===== src/rtl/wave_meas_pkg.sv =====
// Shared types and helpers for the waveform measurement block: FSM encoding,
// saturating arithmetic and the half-scale reset constant.
package wave_meas_pkg;

    typedef enum logic [1:0] {
        StIdle,
        StFirst,
        StAcq
    } state_e;

    function automatic int unsigned half_scale(int unsigned data_w);
        return 32'd1 << (data_w - 32'd1);
    endfunction

    function automatic logic [31:0] sat_add(logic [31:0] a, logic [31:0] b, logic [31:0] lim);
        logic [32:0] s;
        s = {1'b0, a} + {1'b0, b};
        return (s > {1'b0, lim}) ? lim : s[31:0];
    endfunction

    function automatic logic [31:0] sat_sub(logic [31:0] a, logic [31:0] b);
        return (a > b) ? (a - b) : 32'd0;
    endfunction

endpackage


===== src/rtl/wave_meas_param_if.sv =====
// Sample input and measurement result bundle between the front end (master)
// and the measurement block (slave).
interface wave_meas_param_if #(
    parameter int unsigned DATA_W = 10,
    parameter int unsigned CNT_W  = 32
);
    logic              en_i;
    logic              din_vld_i;
    logic [DATA_W-1:0] din_i;
    logic [DATA_W-1:0] min_o;
    logic [DATA_W-1:0] max_o;
    logic [DATA_W-1:0] vpp_o;
    logic [DATA_W-1:0] mid_o;
    logic [CNT_W-1:0]  fre_o;
    logic              meas_vld_o;
    logic              fre_vld_o;
    logic              overrange_o;

    modport master (
        output en_i, din_vld_i, din_i,
        input  min_o, max_o, vpp_o, mid_o, fre_o, meas_vld_o, fre_vld_o, overrange_o
    );

    modport slave (
        input  en_i, din_vld_i, din_i,
        output min_o, max_o, vpp_o, mid_o, fre_o, meas_vld_o, fre_vld_o, overrange_o
    );
endinterface


===== src/rtl/schmitt_xing_det.sv =====
// Hysteresis-qualified rising-crossing detector around a movable midpoint.
// Emits a one-cycle pulse the cycle after the qualifying sample.
module schmitt_xing_det
    import wave_meas_pkg::*;
#(
    parameter int unsigned DATA_W = 10,
    parameter int unsigned HYST   = 4
) (
    input  logic              clk_i,
    input  logic              rst_ni,
    input  logic              clr_i,
    input  logic              din_vld_i,
    input  logic [DATA_W-1:0] din_i,
    input  logic [DATA_W-1:0] mid_i,
    output logic              xing_o
);

    localparam logic [31:0] FullScale = 32'((64'd1 << DATA_W) - 64'd1);
    localparam logic [DATA_W-1:0] ThrHiRst =
        DATA_W'(sat_add(half_scale(DATA_W), HYST, FullScale));
    localparam logic [DATA_W-1:0] ThrLoRst = DATA_W'(sat_sub(half_scale(DATA_W), HYST));

    logic [DATA_W-1:0] thr_hi_d, thr_lo_d;
    logic [DATA_W-1:0] thr_hi_q, thr_lo_q;
    logic              armed_q;
    logic              xing_q;

    assign thr_hi_d = DATA_W'(sat_add(32'(mid_i), HYST, FullScale));
    assign thr_lo_d = DATA_W'(sat_sub(32'(mid_i), HYST));

    // Thresholds are registered, so a new midpoint applies one cycle after it is published.
    always_ff @(posedge clk_i or negedge rst_ni) begin
        if (!rst_ni) begin
            thr_hi_q <= ThrHiRst;
            thr_lo_q <= ThrLoRst;
            armed_q  <= 1'b0;
            xing_q   <= 1'b0;
        end else begin
            thr_hi_q <= thr_hi_d;
            thr_lo_q <= thr_lo_d;
            xing_q   <= 1'b0;
            if (clr_i) begin
                armed_q <= 1'b0;
            end else if (din_vld_i) begin
                if (din_i <= thr_lo_q) begin
                    armed_q <= 1'b1;
                end else if (din_i >= thr_hi_q && armed_q) begin
                    xing_q  <= 1'b1;
                    armed_q <= 1'b0;
                end
            end
        end
    end

    assign xing_o = xing_q;

endmodule


===== src/rtl/wave_meas_param.sv =====
// Windowed min/max/peak-to-peak/midpoint measurement plus gated frequency count
// of hysteresis-qualified rising crossings of the previous window's midpoint.
module wave_meas_param
    import wave_meas_pkg::*;
#(
    parameter int unsigned DATA_W   = 10,
    parameter int unsigned CNT_W    = 32,
    parameter int unsigned WIN_LEN  = 1000000,
    parameter int unsigned GATE_LEN = 50000000,
    parameter int unsigned HYST     = 4
) (
    input logic              clk_i,
    input logic              rst_ni,
    wave_meas_param_if.slave bus
);

    localparam int unsigned WinW  = $clog2(WIN_LEN);
    localparam int unsigned GateW = $clog2(GATE_LEN);
    localparam logic [DATA_W-1:0] FullScale = '1;
    localparam logic [DATA_W-1:0] HalfScale = DATA_W'(half_scale(DATA_W));

    state_e            state_q;
    logic [WinW-1:0]   win_cnt_q;
    logic [GateW-1:0]  gate_cnt_q;
    logic [CNT_W-1:0]  xing_cnt_q;
    logic [DATA_W-1:0] run_min_q, run_max_q;
    logic              run_ovr_q;
    logic [DATA_W-1:0] min_q, max_q, vpp_q, mid_q;
    logic [CNT_W-1:0]  fre_q;
    logic              meas_vld_q, fre_vld_q, ovr_q;

    logic              xing;
    logic              clip;
    logic              win_end;
    logic              gate_end;
    logic [DATA_W-1:0] new_min, new_max;
    logic              new_ovr;
    logic [DATA_W:0]   mid_sum;
    logic [CNT_W-1:0]  xing_cnt_sat;

    // First sample of a window seeds both extremes; later samples compare independently.
    always_comb begin
        clip     = (bus.din_i == '0) || (bus.din_i == FullScale);
        new_min  = (state_q == StFirst || bus.din_i < run_min_q) ? bus.din_i : run_min_q;
        new_max  = (state_q == StFirst || bus.din_i > run_max_q) ? bus.din_i : run_max_q;
        new_ovr  = ((state_q == StFirst) ? 1'b0 : run_ovr_q) | clip;
        mid_sum  = {1'b0, new_min} + {1'b0, new_max};
        win_end  = (state_q == StAcq) && (win_cnt_q == WinW'(WIN_LEN - 1));
        gate_end = (gate_cnt_q == GateW'(GATE_LEN - 1));
        xing_cnt_sat = (xing && xing_cnt_q != '1) ? xing_cnt_q + 1'b1 : xing_cnt_q;
    end

    always_ff @(posedge clk_i or negedge rst_ni) begin
        if (!rst_ni) begin
            state_q    <= StIdle;
            win_cnt_q  <= '0;
            gate_cnt_q <= '0;
            xing_cnt_q <= '0;
            run_min_q  <= '0;
            run_max_q  <= '0;
            run_ovr_q  <= 1'b0;
            min_q      <= '0;
            max_q      <= '0;
            vpp_q      <= '0;
            mid_q      <= HalfScale;
            fre_q      <= '0;
            meas_vld_q <= 1'b0;
            fre_vld_q  <= 1'b0;
            ovr_q      <= 1'b0;
        end else begin
            meas_vld_q <= 1'b0;
            fre_vld_q  <= 1'b0;
            if (!bus.en_i) begin
                // Partial window and gate are dropped; published results hold.
                state_q    <= StIdle;
                win_cnt_q  <= '0;
                gate_cnt_q <= '0;
                xing_cnt_q <= '0;
            end else begin
                unique case (state_q)
                    StIdle: state_q <= StFirst;
                    StFirst, StAcq: begin
                        if (bus.din_vld_i) begin
                            if (win_end) begin
                                min_q      <= new_min;
                                max_q      <= new_max;
                                vpp_q      <= new_max - new_min;
                                mid_q      <= mid_sum[DATA_W:1];
                                ovr_q      <= new_ovr;
                                meas_vld_q <= 1'b1;
                                win_cnt_q  <= '0;
                                state_q    <= StFirst;
                            end else begin
                                run_min_q <= new_min;
                                run_max_q <= new_max;
                                run_ovr_q <= new_ovr;
                                win_cnt_q <= win_cnt_q + 1'b1;
                                state_q   <= StAcq;
                            end
                        end
                    end
                    default: state_q <= StIdle;
                endcase

                if (state_q != StIdle) begin
                    if (gate_end) begin
                        gate_cnt_q <= '0;
                        fre_q      <= xing_cnt_sat;
                        fre_vld_q  <= 1'b1;
                        xing_cnt_q <= '0;
                    end else begin
                        gate_cnt_q <= gate_cnt_q + 1'b1;
                        xing_cnt_q <= xing_cnt_sat;
                    end
                end
            end
        end
    end

    schmitt_xing_det #(
        .DATA_W(DATA_W),
        .HYST  (HYST)
    ) u_xing_det (
        .clk_i    (clk_i),
        .rst_ni   (rst_ni),
        .clr_i    (!bus.en_i || state_q == StIdle),
        .din_vld_i(bus.din_vld_i),
        .din_i    (bus.din_i),
        .mid_i    (mid_q),
        .xing_o   (xing)
    );

    assign bus.min_o       = min_q;
    assign bus.max_o       = max_q;
    assign bus.vpp_o       = vpp_q;
    assign bus.mid_o       = mid_q;
    assign bus.fre_o       = fre_q;
    assign bus.meas_vld_o  = meas_vld_q;
    assign bus.fre_vld_o   = fre_vld_q;
    assign bus.overrange_o = ovr_q;

endmodule


===== src/flat_wrapper.sv =====
// flat-port wrapper written by rule: the top's interface ports become plain ports
module wave_meas_param_flat import wave_meas_pkg::*;
#(
    parameter int unsigned DATA_W   = 10,
    parameter int unsigned CNT_W    = 32,
    parameter int unsigned WIN_LEN  = 1000000,
    parameter int unsigned GATE_LEN = 50000000,
    parameter int unsigned HYST     = 4
)
  (clk_i, rst_ni, bus_en_i, bus_din_vld_i, bus_din_i, bus_min_o, bus_max_o, bus_vpp_o, bus_mid_o, bus_fre_o, bus_meas_vld_o, bus_fre_vld_o, bus_overrange_o);
  wave_meas_param_if #(.DATA_W(DATA_W), .CNT_W(CNT_W)) bus_i ();
  input logic clk_i;
  input logic rst_ni;
  input wire logic [$bits(bus_i.en_i)-1:0] bus_en_i;
  input wire logic [$bits(bus_i.din_vld_i)-1:0] bus_din_vld_i;
  input wire logic [$bits(bus_i.din_i)-1:0] bus_din_i;
  output wire logic [$bits(bus_i.min_o)-1:0] bus_min_o;
  output wire logic [$bits(bus_i.max_o)-1:0] bus_max_o;
  output wire logic [$bits(bus_i.vpp_o)-1:0] bus_vpp_o;
  output wire logic [$bits(bus_i.mid_o)-1:0] bus_mid_o;
  output wire logic [$bits(bus_i.fre_o)-1:0] bus_fre_o;
  output wire logic [$bits(bus_i.meas_vld_o)-1:0] bus_meas_vld_o;
  output wire logic [$bits(bus_i.fre_vld_o)-1:0] bus_fre_vld_o;
  output wire logic [$bits(bus_i.overrange_o)-1:0] bus_overrange_o;
  assign bus_i.en_i = bus_en_i;
  assign bus_i.din_vld_i = bus_din_vld_i;
  assign bus_i.din_i = bus_din_i;
  assign bus_min_o = bus_i.min_o;
  assign bus_max_o = bus_i.max_o;
  assign bus_vpp_o = bus_i.vpp_o;
  assign bus_mid_o = bus_i.mid_o;
  assign bus_fre_o = bus_i.fre_o;
  assign bus_meas_vld_o = bus_i.meas_vld_o;
  assign bus_fre_vld_o = bus_i.fre_vld_o;
  assign bus_overrange_o = bus_i.overrange_o;
  wave_meas_param #(.DATA_W(DATA_W), .CNT_W(CNT_W), .WIN_LEN(WIN_LEN), .GATE_LEN(GATE_LEN), .HYST(HYST)) u_core (.clk_i(clk_i), .rst_ni(rst_ni), .bus(bus_i));
endmodule

===== config.mk =====
export PLATFORM = sky130hd
export DESIGN_NAME = wave_meas_param_flat
export DESIGN_NICKNAME = d
export VERILOG_FILES = /design/src/rtl/wave_meas_pkg.sv /design/src/rtl/wave_meas_param_if.sv /design/src/rtl/schmitt_xing_det.sv /design/src/rtl/wave_meas_param.sv /design/src/flat_wrapper.sv
export SDC_FILE = /design/constraint.sdc
export NUM_CORES = 1
export LEC_CHECK = 0
export ABC_CLOCK_PERIOD_IN_PS = 7300
export BUFFER_PORTS_ARGS = -buffer_cell sky130_fd_sc_hd__clkbuf_2
export CORE_UTILIZATION = 65
export DETAILED_ROUTE_END_ITERATION = 8
export PLACE_DENSITY = 0.95
export REMOVE_ABC_BUFFERS = 1
export SLEW_MARGIN = 40
export SYNTH_ARGS = -nofsm -noshare
export SYNTH_HDL_FRONTEND = slang
export SYNTH_SLANG_ARGS = --single-unit

===== constraint.sdc =====
create_clock -name clk_i -period 7.3 [get_ports clk_i]
set_clock_uncertainty 0.15 [all_clocks]
set_input_delay 0.73 -clock clk_i [delete_from_list [all_inputs] [get_ports clk_i]]
set_output_delay 0.73 -clock clk_i [all_outputs]
set_load 0.02 [all_outputs]

==> out/qor.yml <==
worst_setup_path:
  r2r_setup_slack_ps: 2540
  endpoint: "u_core.bus.vpp_o[9]"
  cp.arrival_ps: 4980
  critPathSlowestCell: "o41a_4"
  start_kind: "input pin"
  critPathLaunch: "bus_din_i[9]"
  r2r-start: "u_core.run_min_q[8]"
  r2r-end: "u_core.bus.vpp_o[9]"
  end_kind: "flop"
  worstRegToRegCells: 20
  slowest_delay_ps: 530
  path_common_cell: "a21oi_1"
  path_class: "in2reg"
  required_ps: 7440
  crit_chain: "clkbuf_2 -> ha_1 -> nand3_1 -> o41a_4 -> a21oi_4 -> mux2i_1 -> inv_1 -> ha_1 -> o21bai_1 -> a21oi_1 -> nor2b_1 -> nor2_1 -> o21bai_1 -> a21oi_1 -> o21bai_1 -> a21oi_1 -> nor2_1 -> nor2_1 -> xnor2_1 -> a21oi_1"
  critPathMaxFanout: 14
power_and_ir_drop:
  clkPwrFrac: 0.267
  totalPowerFinal_w: 0.00371
  p_seq_frac: 0.331
  swShare: 0.389
  vdd_drop_max_mv: 0.300
  cellLeakagePower_nw: 5.82
  internal_power_w: 0.00227
  p_sw_w: 0.00144
  p_comb_frac: 0.402
  cellPowerDensity_nw_per_um2: 298
clocking:
  cts_tree: "yes"
  cts_made_buffers: 17
  root_buffer: "clkbuf_16"
  cts.repair.resized: 0
  clock_latency_ps: 440
  cts_sinks: 198
  cts_setup_buffers: 0
  cts.clk_slew.worst_paths_ps: 70
  htree_levels: 4
  hold_buffers: 0
  clock_tree.buffer_depth: 2
floorplan:
  dieArea_um2: 17800
  core-area_um2: 16800
  die_y_um: 134
  ios: 89
  dieWidth_um: 134
  start_util: 0.672
  rows: 47
timing:
  worstMarginPinSlew_ps: 823
  slew_headroom: 0.446
  setup_viol: 0
  fin_crit_sh: 0.663
  rsz0062_at_grt: "false"
  min_period_ps: 4840
  fmax_ghz: 0.207
  hold_viol_final: 0
  fin_setup_tns_ps: 0
  final_max_slew_viol_count: 0
route:
  wl_per_cell_um: 16.5
  ant_nets: 0
  drcViolationCount: 0
  viasPerCell: 6.10
  vias: 9570
  drt_iter0_drc: 749
  routed_wl_um: 26000
  drt_pass1_iterations: 8
finish:
  n_fill_cell: 1109
  fin_nets: 1421
  diodes: 0
  syn_to_final_growth_pct: 10.8
  instances_no_fill: 1570
  drive_above_1_share: 0.116
  post-route-util: 0.744
  stdcell_area_um2: 12500
synth:
  synth-seq-cells: 198
  synth.avg_cell_area_um2: 8.77
  yosysUniqueCellTypes: 63
  ys_async_sr_fraction: 1.00
  synth_top_area_share: 0.418
  synth_top_area_cell: "dfrtp_1"
  synthTopCellsByCount: "nand2_1 (231), dfrtp_1 (188), o21ai_0 (184)"
  syn_area_um2: 11300
  yosys_warnings: 0
  synth-edff-count: 0
  synth_most_common_cell: "nand2_1"
  synthFlopType: "dfrtp_1"
  synth_area_leaders: "dfrtp_1 (42%), o21ai_0 (8.2%), nand2_1 (7.7%)"
  synth_seq_area_share: 0.441
  syn_inst: 1284
flow_run:
  maxCapViolations: 0
min_path:
  hold_class: "in2async"
global_routing:
  grt_start_max_net_pins: 137
  grt_overflow: 0
  grt_pass1_wl_um: 43600
  grt_antenna_before_repair: 0
  grt_pass1_vias: 9213
  groute.usage.overall: 0.303
place:
  dpl-instance-area_um2: 11800
  gp_routability_congestion: 0.870
  portBuffers: 88
  dp.cells: 1538
  place_hpwl_um: 17600
run_status:
  status: "completed"
layer usage:
| metal | wire length, um | track usage | share of wire | up-vias |
|---|---|---|---|---|
| li1 | - | - | - | 4547 |
| met1 | 11200 | 0.392 | 0.43 | 4664 |
| met2 | 13000 | 0.516 | 0.50 | 306 |
| met3 | 1280 | 0.0487 | 0.049 | 53 |
| met4 | 552 | 0.112 | 0.021 | 0 |
| met5 | 0 | 0 | 0 | - |
through the flow:
step	setup WS, ps	hold WS [ps]
after floorplan	2480	284
after global placement	2290	310
after detailed placement	2110	320
after CTS	2520	183
after global routing	2100	199
final	2460	131
layout make-up:
type	count	area, um^2	share of cell area
Tap cell	220	275	0.0221
Timing Repair Buffer	96	524	0.0420
Sequential cell	198	4970	0.398
Inverter	78	293	0.0235
Clock inverter	15	195	0.0157
Clock buffer	17	425	0.0341
Multi-Input combinational cell	946	5790	0.464
placed cells by master, fill, tap and decap left out, drive strengths merged, types with 30 or more instances in the layout:
master  synthesis  routed
inv            78      83
ha             68      68
nand3          40      40
and3           30      30
a21oi          41      41
nand2         232     232
o21ai         191     191
nor2           63      63
clkbuf         58     105
dfrtp         188     188
xnor2          41      41
sequential cells by signal (all words and copies together), names as in the netlist, 20 cells and up:
| register | cells |
|---|---|
| u_core.bus.fre_o | 32 |
| u_core.win_cnt_q | 20 |
| u_core.xing_cnt_q | 32 |
| u_core.gate_cnt_q | 26 |
worst min path at each step:
stage | endpoint | startpoint | cells past startpoint | slack [ps]
2_1_floorplan | u_core.bus.fre_o[0] | rst_ni | 0 | 280
3_3_place_gp | u_core.bus.fre_o[15] | u_core.bus.fre_o[15] | 2 | 310
3_5_place_dp | u_core.bus.max_o[3] | u_core.bus.max_o[3] | 2 | 320
4_1_cts | u_core.xing_cnt_q[9] | rst_ni | 1 | 180
5_1_grt | u_core.xing_cnt_q[9] | rst_ni | 1 | 200
6_report | u_core.xing_cnt_q[9] | rst_ni | 1 | 130
critical path, delay by kind of cell:
kind / cells / cell delay (ps)
AND/OR/NAND/NOR: 5 / 500
adder cells (fa/ha/maj): 2 / 680
multiplexers: 1 / 510
XOR/XNOR: 1 / 130
buffers and inverters: 2 / 340
AO/OA/AOI/OAI: 9 / 2070
power groups by stage:
| stage | Clock (W) | Combinational, W | Sequential (W) |
|---|---|---|---|
| final | 0.000992 | 0.00149 | 0.00123 |
| after global routing | 0.00104 | 0.00165 | 0.00123 |
| after CTS | 0.00100 | 0.00148 | 0.00122 |
| after detailed placement | 0 | 0.00146 | 0.00124 |
| after global placement | 0 | 0.00140 | 0.00124 |
| after floorplan | 0 | 0.00109 | 0.00122 |
cell families (layout without fill, tap and decap cells):
group                      Yosys count  in the layout  synth area share
AOI/OAI and AO/OA                  322            322             0.170
buffers and inverters              140            206            0.0467
xor gates and xnor gates            66             66            0.0514
adders and majority gates           70             70            0.0791
and+or+nand+nor                    463            463             0.189
DFF                                198            198             0.441
muxes                               25             25            0.0226
Note: power is estimated with default switching activity, not from simulation.
